--- config.mk ---
export PLATFORM = sky130hd
export DESIGN_NAME = vdp_dot_timing
export DESIGN_NICKNAME = d
export VERILOG_FILES = /design/src/rtl/vdp_timing_pkg.sv /design/src/rtl/vdp_wrap_counter.sv /design/src/rtl/vdp_dot_timing.sv
export SDC_FILE = /design/constraint.sdc
export NUM_CORES = 1
export LEC_CHECK = 0
export ABC_AREA = 0
export CAP_MARGIN = 40
export CORE_UTILIZATION = 47
export CTS_BUF_LIST = sky130_fd_sc_hd__clkbuf_4
export CTS_CLUSTER_DIAMETER = 40
export DETAILED_ROUTE_END_ITERATION = 6
export PLACE_DENSITY = 0.78
export SLEW_MARGIN = 15
export SYNTH_ARGS = -nofsm -noshare
export SYNTH_HDL_FRONTEND = slang
export SYNTH_SLANG_ARGS = --single-unit
--- constraint.sdc ---
create_clock -name CLK21M -period 2.1 [get_ports CLK21M]
set_input_delay 0.42 -clock CLK21M [delete_from_list [all_inputs] [get_ports CLK21M]]
set_output_delay 0.42 -clock CLK21M [all_outputs]
set_load 0.01 [all_outputs]
--- src/rtl/vdp_timing_pkg.sv ---
// vdp_timing_pkg: DOTSTATE phase codes and dot/line counter limits
// shared by the VDP timing and render stages.
package vdp_timing_pkg;

    typedef enum logic [1:0] {
        DS_P0 = 2'b00,
        DS_P1 = 2'b01,
        DS_P2 = 2'b11,
        DS_P3 = 2'b10
    } dotstate_t;

    localparam logic [8:0] COUNT_FIRST     = 9'h1F8;
    localparam logic [8:0] ACTIVE_LAST_192 = 9'd191;
    localparam logic [8:0] ACTIVE_LAST_212 = 9'd211;

    // Negative line numbers are blanking; the window starts at line 0.
    function automatic logic in_window(
        input logic [8:0] yp,
        input logic       ln
    );
        logic [8:0] last;
        last = ln ? ACTIVE_LAST_212 : ACTIVE_LAST_192;
        return !yp[8] && (yp <= last);
    endfunction

endpackage

--- src/rtl/vdp_wrap_counter.sv ---
// vdp_wrap_counter: 9-bit two's complement counter that runs from
// COUNT_FIRST up to LAST and reloads COUNT_FIRST when enabled at LAST.
module vdp_wrap_counter
    import vdp_timing_pkg::*;
#(
    parameter int LAST = 341
) (
    input  logic       CLK21M,
    input  logic       RESET_N,
    input  logic       en,
    output logic [8:0] count,
    output logic       wrap
);

    localparam logic [8:0] LAST_V = 9'(LAST);

    assign wrap = (count == LAST_V);

    always_ff @(posedge CLK21M or negedge RESET_N) begin
        if (!RESET_N) begin
            count <= COUNT_FIRST;
        end else if (en) begin
            count <= wrap ? COUNT_FIRST : count + 9'd1;
        end
    end

endmodule

--- src/rtl/vdp_dot_timing.sv ---
// vdp_dot_timing: dot phase, dot/line counters and vertical window.
// Define VDP_DOT_TIMING_FIELD_EN to get a toggling FIELD output.
module vdp_dot_timing
    import vdp_timing_pkg::*;
#(
    parameter int H_LAST = 341,
    parameter int V_LAST = 264
) (
    input  logic       CLK21M,
    input  logic       RESET_N,
    input  logic       REG_R9_LN,
    output logic [1:0] DOTSTATE,
    output logic [2:0] EIGHTDOTSTATE,
    output logic [8:0] DOTCOUNTERX,
    output logic [8:0] DOTCOUNTERYP,
    output logic       BWINDOW_Y,
    output logic       LINE_START,
    output logic       FRAME_START,
    output logic       FIELD
);

    dotstate_t  state_q;
    dotstate_t  state_d;
    logic       x_en;
    logic       x_wrap;
    logic       y_en;
    logic       y_wrap;
    logic [8:0] yp_next;

    always_ff @(posedge CLK21M or negedge RESET_N) begin
        if (!RESET_N) begin
            state_q <= DS_P3;
        end else begin
            state_q <= state_d;
        end
    end

    always_comb begin
        state_d = state_q;
        unique case (state_q)
            DS_P0: state_d = DS_P1;
            DS_P1: state_d = DS_P2;
            DS_P2: state_d = DS_P3;
            DS_P3: state_d = DS_P0;
        endcase
    end

    always_comb begin
        DOTSTATE = state_q;
    end

    assign x_en = (state_q == DS_P2);
    assign y_en = x_en && x_wrap;

    vdp_wrap_counter #(
        .LAST    (H_LAST)
    ) u_cnt_x (
        .CLK21M  (CLK21M),
        .RESET_N (RESET_N),
        .en      (x_en),
        .count   (DOTCOUNTERX),
        .wrap    (x_wrap)
    );

    vdp_wrap_counter #(
        .LAST    (V_LAST)
    ) u_cnt_yp (
        .CLK21M  (CLK21M),
        .RESET_N (RESET_N),
        .en      (y_en),
        .count   (DOTCOUNTERYP),
        .wrap    (y_wrap)
    );

    assign yp_next = y_wrap ? COUNT_FIRST : DOTCOUNTERYP + 9'd1;

    // EIGHTDOTSTATE trails DOTCOUNTERX[2:0] by one clock on purpose.
    always_ff @(posedge CLK21M or negedge RESET_N) begin
        if (!RESET_N) begin
            EIGHTDOTSTATE <= 3'd0;
        end else if (state_q == DS_P3) begin
            EIGHTDOTSTATE <= DOTCOUNTERX[2:0];
        end
    end

    always_ff @(posedge CLK21M or negedge RESET_N) begin
        if (!RESET_N) begin
            BWINDOW_Y   <= 1'b0;
            LINE_START  <= 1'b0;
            FRAME_START <= 1'b0;
        end else begin
            LINE_START  <= y_en;
            FRAME_START <= y_en && y_wrap;
            if (y_en) begin
                BWINDOW_Y <= in_window(yp_next, REG_R9_LN);
            end
        end
    end

`ifdef VDP_DOT_TIMING_FIELD_EN
    always_ff @(posedge CLK21M or negedge RESET_N) begin
        if (!RESET_N) begin
            FIELD <= 1'b0;
        end else if (y_en && y_wrap) begin
            FIELD <= ~FIELD;
        end
    end
`else
    assign FIELD = 1'b0;
`endif

endmodule

==> summary.md <==
| Metric | Value |
|---|---|
| Final Skew | `between 0.006 and 0.007 ns` |
| Min cycle time layout | `around 2.4 ns` |
| YS warnings | `0` |
| GRT Total Usage | `23.1%` |
| Root buf cell | `clkbuf_4` |
| Area Overhead vs Synth | `39.5%` |
| Die Span X | `roughly 57 um` |
| Clock buffer depth | `2` |
| Share of layout cells above drive strength 1 | `30.6%` |
| Initial antenna violation count | `0` |
| R2R setup slack | `-0.25 ns` |
| Pin count of the biggest net entering global routing | `27` |
| CTS Buf Count | `3` |
| Final WL | `3220 um` |
| HP Class | `register to register` |
| Floorplan die height | `between 50 and 60 um` |
| Fin crit share | `112%` |
| Failing checks | `DRC, setup timing` |
| WL/cell | `approximately 14 um` |
| Remaining antenna violation count | `0` |
| Setup crit end | `BWINDOW_Y` |
| Nets | `205` |
| Max Clk Rate | `approximately 420 MHz` |
| Final setup violation count | `1` |
| Status | `complete, but fails checks` |
| Worst flop-to-flop path startpoint | `u_cnt_yp.count[3]` |
| Global-route wire length before repair | `between 5000 and 6000 um` |
| Filler cells | `roughly 230` |
| Iteration-0 DRC Markers | `22` |
| Worst vdd ir | `0.000262 V` |
| GPL Wtd Cong | `just under 0.9` |
| Die Area | `3250 sq um` |
| Critical path type | `register to register` |
| Vias after detailed routing | `between 1,000 and 1,500` |
| Arrival time at the worst endpoint | `between 2 and 3 ns` |
| Final worst slack | `-0.254 ns` |
| Initial Utilization | `between 50% and 60%` |
| Avg Inst Size Synth | `a little over 10 sq um` |
| CTS tree | `yes` |
| # hold bufs at CTS | `0` |
| Hold Slack | `approximately 0.45 ns` |
| Io pins | `30` |
| Final Hold Fails | `0` |
| Area of the core | `between 2000 and 3000 sq um` |
| Area occupied by multi-input gates | `roughly 740 sq um` |
| Worst endpoint required time | `~2.4 ns` |
| Worst reg2reg path depth | `9` |
| GRT overflow | `0` |
| Vias in the first global route | `around 1,300` |
| Max_cap viols | `0` |
| Std-Cell Rows | `19` |
| Critical path capture point type | `register` |
| Sequential area share after synthesis | `around 47%` |
| Mean number of vias per cell | `between 5 and 6` |
| Top FF cell, synth | `dfstp_2` |
| Mapped Area | `about 1400 sq um` |
| #FFs+latches synth | `26` |
| CTS H-Tree Depth | `1` |
| Lkg Pwr | `0.862 nW` |
| Post-Syn Instances | `about 140` |
| Worst-Skew Late Latency | `0.31 ns` |
| Async SR Flop Fraction | `100%` |
| Ant. Diodes | `0` |
| Capture point of the worst reg-to-reg path | `BWINDOW_Y` |
| Post-DP HPWL | `between 2000 and 3000 um` |
| Post-route total power | `0.734 mW` |
| Crit path launch | `u_cnt_yp.count[3]` |
| Final Max Slew Viols | `0` |
| Pwr dens | `around 370 nW/um^2` |
| Number of buffers added on ports | `28` |
| Reg clk slew, reported paths | `around 0.14 ns` |
| CP max FO | `4` |
| FF/Latch Area | `between 600 and 700 sq um` |
| Critical path startpoint category | `register` |
| Syn_nets | `150` |
| Number of enable flip-flop cells after synthesis | `0` |
| Hold Crit Start | `DOTSTATE[0]` |
| Clk sinks | `26` |
| RSZ-0062 raised after global routing | `yes` |
| Pre-antenna DRT Iters | `6` |
| Drt drc | `6` |
| Distinct cells, synth | `42` |
==> layout make-up <==
cell class                      instances  area share [%]
Multi-Input combinational cell        101            37.5
Sequential cell                        26            33.7
Timing Repair Buffer                   54            24.0
Tap cell                               31            1.96
Inverter                                8            1.52
Clock buffer                            3            1.14
Clock inverter                          1           0.190
==> sequential cells by signal (all words and copies together) (netlist names) <==
name / flops
BWINDOW_Y: 1
DOTSTATE: 2
EIGHTDOTSTATE: 3
FRAME_START: 1
LINE_START: 1
u_cnt_x.count: 9
u_cnt_yp.count: 9
==> routing by layer <==
metal	track usage (%)	up-vias	part of all wire, %
li1	-	587	-
met1	28.7	588	43
met2	40.0	26	52
met4	10.1	0	1.8
met5	0	-	0
met3	3.40	6	3.1
==> worst max-delay path: stages, from the launching register on <==
cell,delay (ns)
dfstp_2,0.58
nand3_4,0.10
or2_4,0.25
xor2_1,0.15
nand2_1,0.07
ha_1,0.29
nand4_1,0.09
or4b_1,0.47
o211ai_1,0.10
a32o_2,0.19
==> Yosys cell counts (2+ instances only) <==
cell | instances | area, sq um
nor3_1 | 2 | 10.0
xor2_1 | 7 | 61.3
dfstp_2 | 13 | 342
nand3_1 | 7 | 35.0
or3_1 | 2 | 12.5
a21oi_1 | 8 | 40.0
nand2_1 | 18 | 67.6
dfrtp_1 | 13 | 325
xnor2_1 | 6 | 52.6
o21ai_0 | 4 | 20.0
nor2_1 | 11 | 41.3
nand4_1 | 3 | 18.8
mux2_2 | 3 | 33.8
ha_1 | 8 | 100
inv_1 | 7 | 26.3
==> through the flow <==
step	cells	utilization, %	cell area [sq um]	setup slack (ns)	TNS, ns
detailed placement	219	68.6	1930	-0.183	-0.183
CTS	223	69.8	1960	-0.210	-0.210
global route	224	70.6	1980	-0.365	-0.365
finish	224	70.6	1980	-0.254	-0.254
global placement	219	68.6	1930	-0.131	-0.131
floorplan	139	-	1450	-0.195	-0.195
==> worst min-delay path by stage <==
stage	to	slack (ns)	cells past startpoint
after floorplan	BWINDOW_Y	0.12	0
after global placement	DOTSTATE[1]	0.44	0
after detailed placement	DOTSTATE[1]	0.43	0
after CTS	DOTSTATE[1]	0.45	0
after global routing	FRAME_START	0.47	2
final	DOTSTATE[1]	0.45	0
==> kinds of logic (layout without fill, tap and decap cells) <==
kind of cell,Yosys count,after routing,synth area share [%]
flip-flops,26,26,47.0
buffers and inverters,12,66,4.05
XOR/XNOR,13,13,8.02
adder cells (fa/ha/maj),8,8,7.05
AO/OA/AOI/OAI,23,23,11.1
AND/OR/NAND/NOR,53,53,20.2
multiplexers,3,3,2.38
other,1,1,0.264
==> report_power, final <==
| part | leakage [nW] | switching [mW] | internal [mW] |
|---|---|---|---|
| Sequential | 0.299 | 0 | 0.502 |
| Combinational | 0.548 | 0.0145 | 0.00772 |
| Clock | 0.0154 | 0.141 | 0.0694 |
==> what timing repair did <==
action	CTS	global route
gates resized for setup	1	3
buffers inserted	0	1
setup endpoints to repair	1	2
==> placed cells by master, fill, tap and decap left out, types with 2 or more instances in the layout <==
| cell | synthesis | final |
|---|---|---|
| buf_4 | 1 | 26 |
| a21oi_1 | 8 | 8 |
| clkdlybuf4s50_1 | 0 | 28 |
| dfstp_2 | 13 | 13 |
| nand4_1 | 3 | 3 |
| xor2_1 | 7 | 7 |
| dfrtp_1 | 13 | 12 |
| xnor2_1 | 6 | 6 |
| o21ai_0 | 4 | 4 |
| ha_1 | 8 | 7 |
| nor2_1 | 11 | 11 |
| clkbuf_4 | 0 | 3 |
| nand2_1 | 18 | 18 |
| mux2_2 | 3 | 3 |
| or3_1 | 2 | 2 |
| nand3_1 | 7 | 6 |
| inv_1 | 7 | 6 |
| clkinv_1 | 1 | 2 |
No activity file was read; power rests on OpenSTA's default activity.
